### src/rtl/mips_pkg.sv
// Shared types for the MIPS pipeline result path: result record, serializer
// states and the data width.
package mips_pkg;

    localparam int DATA_W = 32;

    typedef struct packed {
        logic              fail;
        logic [DATA_W-1:0] out1;
        logic [DATA_W-1:0] out2;
        logic [DATA_W-1:0] out3;
    } mips_result_t;

    typedef enum logic [1:0] {
        IDLE = 2'd0,
        W1   = 2'd1,
        W2   = 2'd2,
        W3   = 2'd3
    } ser_state_t;

endpackage

### src/rtl/mips_res_fifo.sv
// Synchronous FIFO of mips_result_t. A push is also accepted on a full FIFO
// when a pop happens on the same edge.
module mips_res_fifo
    import mips_pkg::*;
#(
    parameter int DEPTH = 4
) (
    input  logic                   clk,
    input  logic                   rst_n,
    input  logic                   i_push,
    input  logic                   i_pop,
    input  mips_result_t           i_data,
    output mips_result_t           o_head,
    output logic [$clog2(DEPTH):0] o_level,
    output logic                   o_full,
    output logic                   o_empty
);

    localparam int AW = $clog2(DEPTH);
    localparam int LW = AW + 1;

    mips_result_t    r_mem [DEPTH];
    logic [AW-1:0]   r_wr_ptr;
    logic [AW-1:0]   r_rd_ptr;
    logic [LW-1:0]   r_level;
    logic            w_do_push;
    logic            w_do_pop;

    assign o_full    = (r_level == LW'(DEPTH));
    assign o_empty   = (r_level == '0);
    assign w_do_pop  = i_pop && !o_empty;
    assign w_do_push = i_push && (!o_full || w_do_pop);
    assign o_head    = r_mem[r_rd_ptr];
    assign o_level   = r_level;

    // NOTE: storage has no reset; occupancy is tracked by pointers and level,
    // so stale contents are never presented as valid data.
    always_ff @(posedge clk) begin
        if (w_do_push) begin
            r_mem[r_wr_ptr] <= i_data;
        end
    end

    // NOTE: sequential state uses non-blocking assignments so every register
    // samples pre-edge values regardless of statement order.
    always_ff @(posedge clk or negedge rst_n) begin
        if (!rst_n) begin
            r_wr_ptr <= '0;
            r_rd_ptr <= '0;
            r_level  <= '0;
        end else begin
            if (w_do_push) r_wr_ptr <= r_wr_ptr + AW'(1);
            if (w_do_pop)  r_rd_ptr <= r_rd_ptr + AW'(1);
            case ({w_do_push, w_do_pop})
                2'b10:   r_level <= r_level + LW'(1);
                2'b01:   r_level <= r_level - LW'(1);
                default: r_level <= r_level;
            endcase
        end
    end

endmodule

### src/rtl/mips_result_serializer.sv
// Buffers pipeline results and streams them one 32-bit word per handshake.
// Optional failed-result counter: define MIPS_SER_FAIL_CNT_EN.
module mips_result_serializer
    import mips_pkg::*;
#(
    parameter int DEPTH = 4
) (
    input  logic                   clk,
    input  logic                   rst_n,
    input  logic                   in_valid,
    input  logic                   in_fail,
    input  logic [DATA_W-1:0]      in_out1,
    input  logic [DATA_W-1:0]      in_out2,
    input  logic [DATA_W-1:0]      in_out3,
    output logic                   out_valid,
    input  logic                   out_ready,
    output logic [DATA_W-1:0]      out_data,
    output logic                   out_fail,
    output logic                   out_last,
    output logic                   overflow,
    output logic [$clog2(DEPTH):0] fifo_level
`ifdef MIPS_SER_FAIL_CNT_EN
    ,
    output logic [15:0]            fail_count
`endif
);

    localparam int LW = $clog2(DEPTH) + 1;

    ser_state_t      r_state;
    ser_state_t      w_next_state;
    mips_result_t    w_in;
    mips_result_t    w_head;
    logic [LW-1:0]   w_level;
    logic            w_full;
    logic            w_empty;
    logic            w_hs;
    logic            w_pop;
    logic            w_push;
    logic            w_more;
    logic            r_overflow;

    assign w_in   = '{fail: in_fail, out1: in_out1, out2: in_out2, out3: in_out3};
    assign w_hs   = out_valid && out_ready;
    assign w_pop  = w_hs && out_last;
    assign w_push = in_valid && (!w_full || w_pop);
    // Another entry is present after this edge's pop (counting a same-edge push).
    assign w_more = (w_level > LW'(1)) || w_push;

    mips_res_fifo #(.DEPTH(DEPTH)) u_fifo (
        .clk     (clk),
        .rst_n   (rst_n),
        .i_push  (w_push),
        .i_pop   (w_pop),
        .i_data  (w_in),
        .o_head  (w_head),
        .o_level (w_level),
        .o_full  (w_full),
        .o_empty (w_empty)
    );

    always_ff @(posedge clk or negedge rst_n) begin
        if (!rst_n) r_state <= IDLE;
        else        r_state <= w_next_state;
    end

    // NOTE: every combinational output gets a default first so no path
    // leaves it unassigned and infers a latch.
    always_comb begin
        w_next_state = r_state;
        case (r_state)
            IDLE:    if (!w_empty) w_next_state = W1;
            W1:      if (w_hs) w_next_state = w_head.fail ? (w_more ? W1 : IDLE) : W2;
            W2:      if (w_hs) w_next_state = W3;
            W3:      if (w_hs) w_next_state = w_more ? W1 : IDLE;
            default: w_next_state = IDLE;
        endcase
    end

    // Outputs depend only on state and FIFO head, never on out_ready.
    always_comb begin
        out_valid = 1'b0;
        out_data  = '0;
        out_fail  = 1'b0;
        out_last  = 1'b0;
        case (r_state)
            W1: begin
                out_valid = 1'b1;
                out_fail  = w_head.fail;
                out_last  = w_head.fail;
                out_data  = w_head.fail ? '0 : w_head.out1;
            end
            W2: begin
                out_valid = 1'b1;
                out_data  = w_head.out2;
            end
            W3: begin
                out_valid = 1'b1;
                out_data  = w_head.out3;
                out_last  = 1'b1;
            end
            default: ;
        endcase
    end

    always_ff @(posedge clk or negedge rst_n) begin
        if (!rst_n)                         r_overflow <= 1'b0;
        else if (in_valid && w_full && !w_pop) r_overflow <= 1'b1;
    end

    assign overflow   = r_overflow;
    assign fifo_level = w_level;

`ifdef MIPS_SER_FAIL_CNT_EN
    logic [15:0] r_fail_count;

    always_ff @(posedge clk or negedge rst_n) begin
        if (!rst_n) begin
            r_fail_count <= '0;
        end else if (w_push && in_fail && (r_fail_count != 16'hFFFF)) begin
            r_fail_count <= r_fail_count + 16'd1;
        end
    end

    assign fail_count = r_fail_count;
`endif

endmodule

### config.mk
export PLATFORM = sky130hd
export DESIGN_NAME = mips_result_serializer
export DESIGN_NICKNAME = d
export VERILOG_FILES = /design/src/rtl/mips_pkg.sv /design/src/rtl/mips_res_fifo.sv /design/src/rtl/mips_result_serializer.sv
export SDC_FILE = /design/constraint.sdc
export NUM_CORES = 1
export LEC_CHECK = 0
export CELL_PAD_IN_SITES_DETAIL_PLACEMENT = 0
export CELL_PAD_IN_SITES_GLOBAL_PLACEMENT = 1
export CORE_AREA = 2 2 178 180
export CTS_CLUSTER_DIAMETER = 30
export DETAILED_ROUTE_END_ITERATION = 10
export DIE_AREA = 0 0 180 182
export PLACE_DENSITY = 0.79
export REMOVE_ABC_BUFFERS = 1
export SLEW_MARGIN = 20
export SYNTH_ARGS = -nofsm -noshare
export SYNTH_HDL_FRONTEND = slang
export SYNTH_HIERARCHICAL = 1
export SYNTH_SLANG_ARGS = --single-unit
### constraint.sdc
create_clock -name clk -period 4.5 [get_ports clk]
set_input_delay 0.675 -clock clk [delete_from_list [all_inputs] [get_ports clk]]
set_output_delay 0.675 -clock clk [all_outputs]
set_load 0.02 [all_outputs]
* Word level (Yosys, flattened, before mapping)
Memory sizes are Yosys's and may differ from the RTL's.
Cells that the tools add are included.
** Word-level totals
- Bits in registers :: 10
- Bits in read-only memories :: 0
- Bits in writable memories :: 388
- Bits in latches :: 0
- Input bits :: 101
- Word-level logic and storage cells :: 54
- Memories :: 1
- Output and inout bits :: 39
** Memory list
- u_fifo.r_mem :: depth 4, bits a word 97, rd ports 1, clocked after memory_dff 0, wr ports 1, RTL line mips_res_fifo.sv:22 : mips_result_t r_mem [DEPTH];
** Cells by class
- Divide/modulo/power cells :: 0
- Add/subtract/negate cells :: 4
- Multiply operators :: 0
- Bitwise gates (word level) :: 0
- Shift-type cells :: 0
- Reductions and logical operators :: 18
- Multiplexer cells :: 15
- Magnitude comparators :: 1
- Equal/unequal tests :: 10
** Operators by type and width (number)
- $pmux 32 s3 :: 1
- $mux 32 :: 1
- $mux 2 :: 5
- $ne 2x2->1 const B :: 4
- $pmux 2 s4 :: 1
- $logic_and 1x1->1 :: 7
- $eq 2x2->1 const B :: 3
- $pmux 3 s2 :: 1
- $mux 1 :: 5
- $add 2x1->2 const B :: 2
- $eq 2x1->1 const B :: 2
- $reduce_and 4->1 :: 1
- $add 3x1->3 const B :: 1
- $eq 3x3->1 const B :: 1
- $gt 3x1->1 const B :: 1
- $logic_not 1->1 :: 3
- $logic_not 3->1 :: 1
- $logic_or 1x1->1 :: 3
- $reduce_or 3->1 :: 1
- $sub 3x1->3 const B :: 1
- $logic_not 2->1 :: 1
- $pmux 1 s2 :: 1
- $reduce_bool 2->1 :: 1

* Depth between registers and ports, before layout
- Depth after elaboration :: 12
- Depth in mapped cells :: 15
- Depth with buffers taken out :: 12

* Cells and area by module
The synthesis kept the hierarchy.
** By module, submodules not included
- mips_res_fifo :: sequential area each 11826.3 um^2, cells an instance 546, times used 1, area each 14386.3 um^2
- mips_result_serializer :: sequential area each 75.1 um^2, cells an instance 99, times used 1, area each 852.1 um^2

* Worst setup path before layout
Ideal clock, no wire load.
- Kind :: register -> register
- Start point :: reg u_fifo.r_rd_ptr[0]
- End point :: mem u_fifo/r_mem[0][0] (netlist name) (enable)
- Required time :: 4.087 ns
- Setup time :: 0.413 ns
- Slack :: 1.175 ns
- Data arrival time :: 2.911 ns
- Cell stages (with the launch flop) :: 10
- Buffers on the path :: 3
- Clock period less this slack :: 3.325 ns
- Path through :: dfrtp_1 > buf_2 > buf_6 > mux4_2 > nor2_8 > buf_6 > o21ai_1 > and2_1 > o21a_4 > and2_2
** RTL lines
- from (decl) :: RTL line mips_res_fifo.sv:24 : logic [AW-1:0] r_rd_ptr;
- from (signal assigned) :: RTL line mips_res_fifo.sv:53 : if (w_do_pop) r_rd_ptr <= r_rd_ptr + AW'(1);
- to (decl) :: RTL line mips_res_fifo.sv:22

==> results.yml <==
cells_and_area:
  final.fill_count: 2076
  finish.net_count: 929
  drive_gt1_frac: 0.258
  multi_input_area_mm2: 0.00311
  synthToLayoutAreaGrowth_pct: 26.0
  regArea_mm2: 0.0119
routing:
  first_pass_iters: 5
  wl_mm: 30.0
  final_antenna_net_count: 0
  via_count: 7365
  drc_errors: 0
  wl_per_cell_um: 23.5
  viasPerCell: 5.77
  initialDrtViolationCount: 678
critical_path:
  cp.required_ns: 3.83
  timing.rr.end: "u_fifo/o_level[2]"
  cp_data_arrival_time_ns: 3.27
  worstReg2RegStart: "u_fifo/r_rd_ptr[0]"
  end_kind: "output port"
  cp-start-kind: "register"
  criticalPathCategory: "reg2out"
  crit_start: "u_fifo/r_rd_ptr[0]"
  cp-endpoint: "out_data[11]"
  reg2reg_setup_slack_ns: 1.05
  rr_worst_depth: 12
  cp_max_fo: 37
power_and_ir_drop:
  power_density_mw_per_mm2: 731
  leakage_nw: 6.36
  vdd_drop_max_mv: 0.614
  internal_power_mw: 9.97
  netSwitchingFraction: 0.289
  switching_power_mw: 4.05
  clockPowerShare: 0.332
  power_frac_comb: 0.298
  seqPwrFrac: 0.370
clock_network:
  cts_resized: 0
  postCtsHoldBufs: 0
  cts_root_buffer: "clkbuf_16"
  htreeDepth: 2
  clock_latency_ns: 0.57
  cts_tree: "done"
  post_cts_buffers: 0
  clkSinkCount: 398
  cts_made_buffers: 61
  clkTransAtPathRegs_ns: 0.05
  cts_buffer_depth: 3
die:
  die_y_um: 182
  pin_count: 140
  die_area_mm2: 0.0328
  core.rowCount: 65
  dieWidth_um: 180
  start_util: 0.492
  core_mm2: 0.0310
yosys:
  async_flop_share: 0.0251
  synth_seq_cells: 398
  yosysTopAreaCell: "edfxtp_1"
  syn_area_per_cell_um2: 23.6
  syn_inst: 645
  seq_area_frac_synth: 0.781
  yosys_warnings: 6
  ys_types: 31
  yosys-top-cells-area: "edfxtp_1 76%, mux4_2 14%, a22o_1 3.7%, dfrtp_1 1.6%, buf_2 0.69%"
  synth_top_cell_area_share: 0.765
  ys.flop_type: "edfxtp_1"
  synth_edf_count: 388
  synthesis.area_mm2: 0.0152
timing:
  fin_crit_sh: 0.878
  skew_ns: 0.0217
  setup_viol: 0
  finalHoldViolCount: 0
  finalCriticalPeriod_ns: 3.95
  fmax_mhz: 253
  fin_hold_ws_ns: 0.438
  slew_headroom: 0.466
  slew_viol_final: 0
  fin_ws_ns: 0.550
  rsz0062_at_grt: "false"
  worstMarginPinSlew_ns: 0.802
global_route:
  grt_overflow: 0
  use_met3: 0.0409
  grt_usage: 0.185
  antenna_found_initial: 2
  grt_max_degree: 99
  met1_usage: 0.242
  grt_pass1_wl_mm: 46.0
  grt.busiest_layer: "met2"
  use_met2: 0.312
  grt_pass1_vias: 7975
outcome:
  outcome: "completed"
placement:
  numPortBuffers: 139
  place_ws_ns: 1.04
  dpl.hpwl_mm: 16.2
  place_congestion: 0.705
hold_path:
  hp-class: "in2async"
flow_run:
  drv_cap: 0
how the worst min path moves through the flow:
stage | startpoint | end | slack, ns | depth (start not counted)
after global placement | overflow | overflow | 0.51 | 1
final | rst_n | overflow | 0.44 | 1
after global routing | rst_n | overflow | 0.46 | 1
after floorplan | rst_n | async pin | 0.38 | 0
after detailed placement | overflow | overflow | 0.51 | 1
after CTS | rst_n | overflow | 0.43 | 1
stage by stage:
step	power, mW	utilization	cell area, µm²	instances	setup TNS, ns
2_1_floorplan	8.09	-	15000	608	-944.92
3_3_place_gp	9.38	0.552	17100	1161	0
3_5_place_dp	9.51	0.552	17100	1161	0
4_1_cts	14.2	0.619	19200	1275	0
5_1_grt	14.6	0.619	19200	1276	0
6_report	14.0	0.619	19200	1277	0
Yosys cell counts, types with 2 or more instances:
library cell    n
edfxtp_1      388
buf_2          21
nor3_1          2
nand2_1         3
and2_2          4
inv_1           9
nor2b_1         2
ha_1            5
dfrtp_1        10
buf_6           6
mux4_2         97
xnor2_1         3
xor2_1          3
a22o_1         64
nor2_1          3
clkbuf_1       10
area by class of cell:
class,instances,area share
flip-flops and latches,398,0.621
multi-input cells,201,0.162
clock buffers,70,0.0813
repair buffers,151,0.0804
clock inverters,44,0.0277
well taps,402,0.0262
inverters,9,0.00176
diodes,2,0.000261
registers in the layout (all words and copies together), names as in the netlist, named ones only:
signal / flops
overflow: 1
u_fifo/o_level: 3
u_fifo/r_rd_ptr: 2
r_state: 1
u_fifo/r_wr_ptr: 2
u_fifo/r_mem: 388
cell families after synthesis:
group                    Yosys count  synth area share
flip-flops                       398             0.781
multiplexers                     100             0.146
AO/OA/AOI/OAI                     70            0.0402
buffers and inverters             46            0.0160
AND/OR/NAND/NOR                   19           0.00821
XOR/XNOR                           6           0.00345
adder cells (fa/ha/maj)            6           0.00542
power groups by stage:
stage / registers [mW] / logic (mW) / clock network [mW]
2_1_floorplan: 5.53 / 2.56 / 0
3_3_place_gp: 5.20 / 4.19 / 0
3_5_place_dp: 5.27 / 4.24 / 0
4_1_cts: 5.20 / 4.26 / 4.74
5_1_grt: 5.25 / 4.47 / 4.91
6_report: 5.19 / 4.18 / 4.66
worst max-delay path: stages, from the launching register on:
cell and delay, ns:
dfrtp_4 0.43, mux4_2 0.58, nor2_8 0.64, a22o_1 0.23, a22o_1 0.17, clkdlybuf4s50_1 0.62
per-layer routing:
| metal | part of all wire | wire length [µm] |
|---|---|---|
| met1 | 0.40 | 12100 |
| met2 | 0.50 | 15100 |
| met3 | 0.069 | 2080 |
| met4 | 0.022 | 655 |
| met5 | 0 | 0 |
cell usage in the layout, fill, tap and decap left out, types with 4 or more instances in the layout:
master,Yosys,routed
clkdlybuf4s50_1,0,139
and2_4,0,4
dfrtp_1,10,6
inv_1,9,9
clkbuf_16,0,61
buf_12,0,5
buf_4,0,7
clkinv_4,0,8
edfxtp_1,388,388
a22o_1,64,64
clkbuf_1,10,9
bufinv_16,0,9
ha_1,5,5
inv_6,0,5
clkinvlp_4,0,8
mux4_2,97,97
clkinv_1,0,4
clkinv_2,0,8
(Power assumes the default switching activity.)
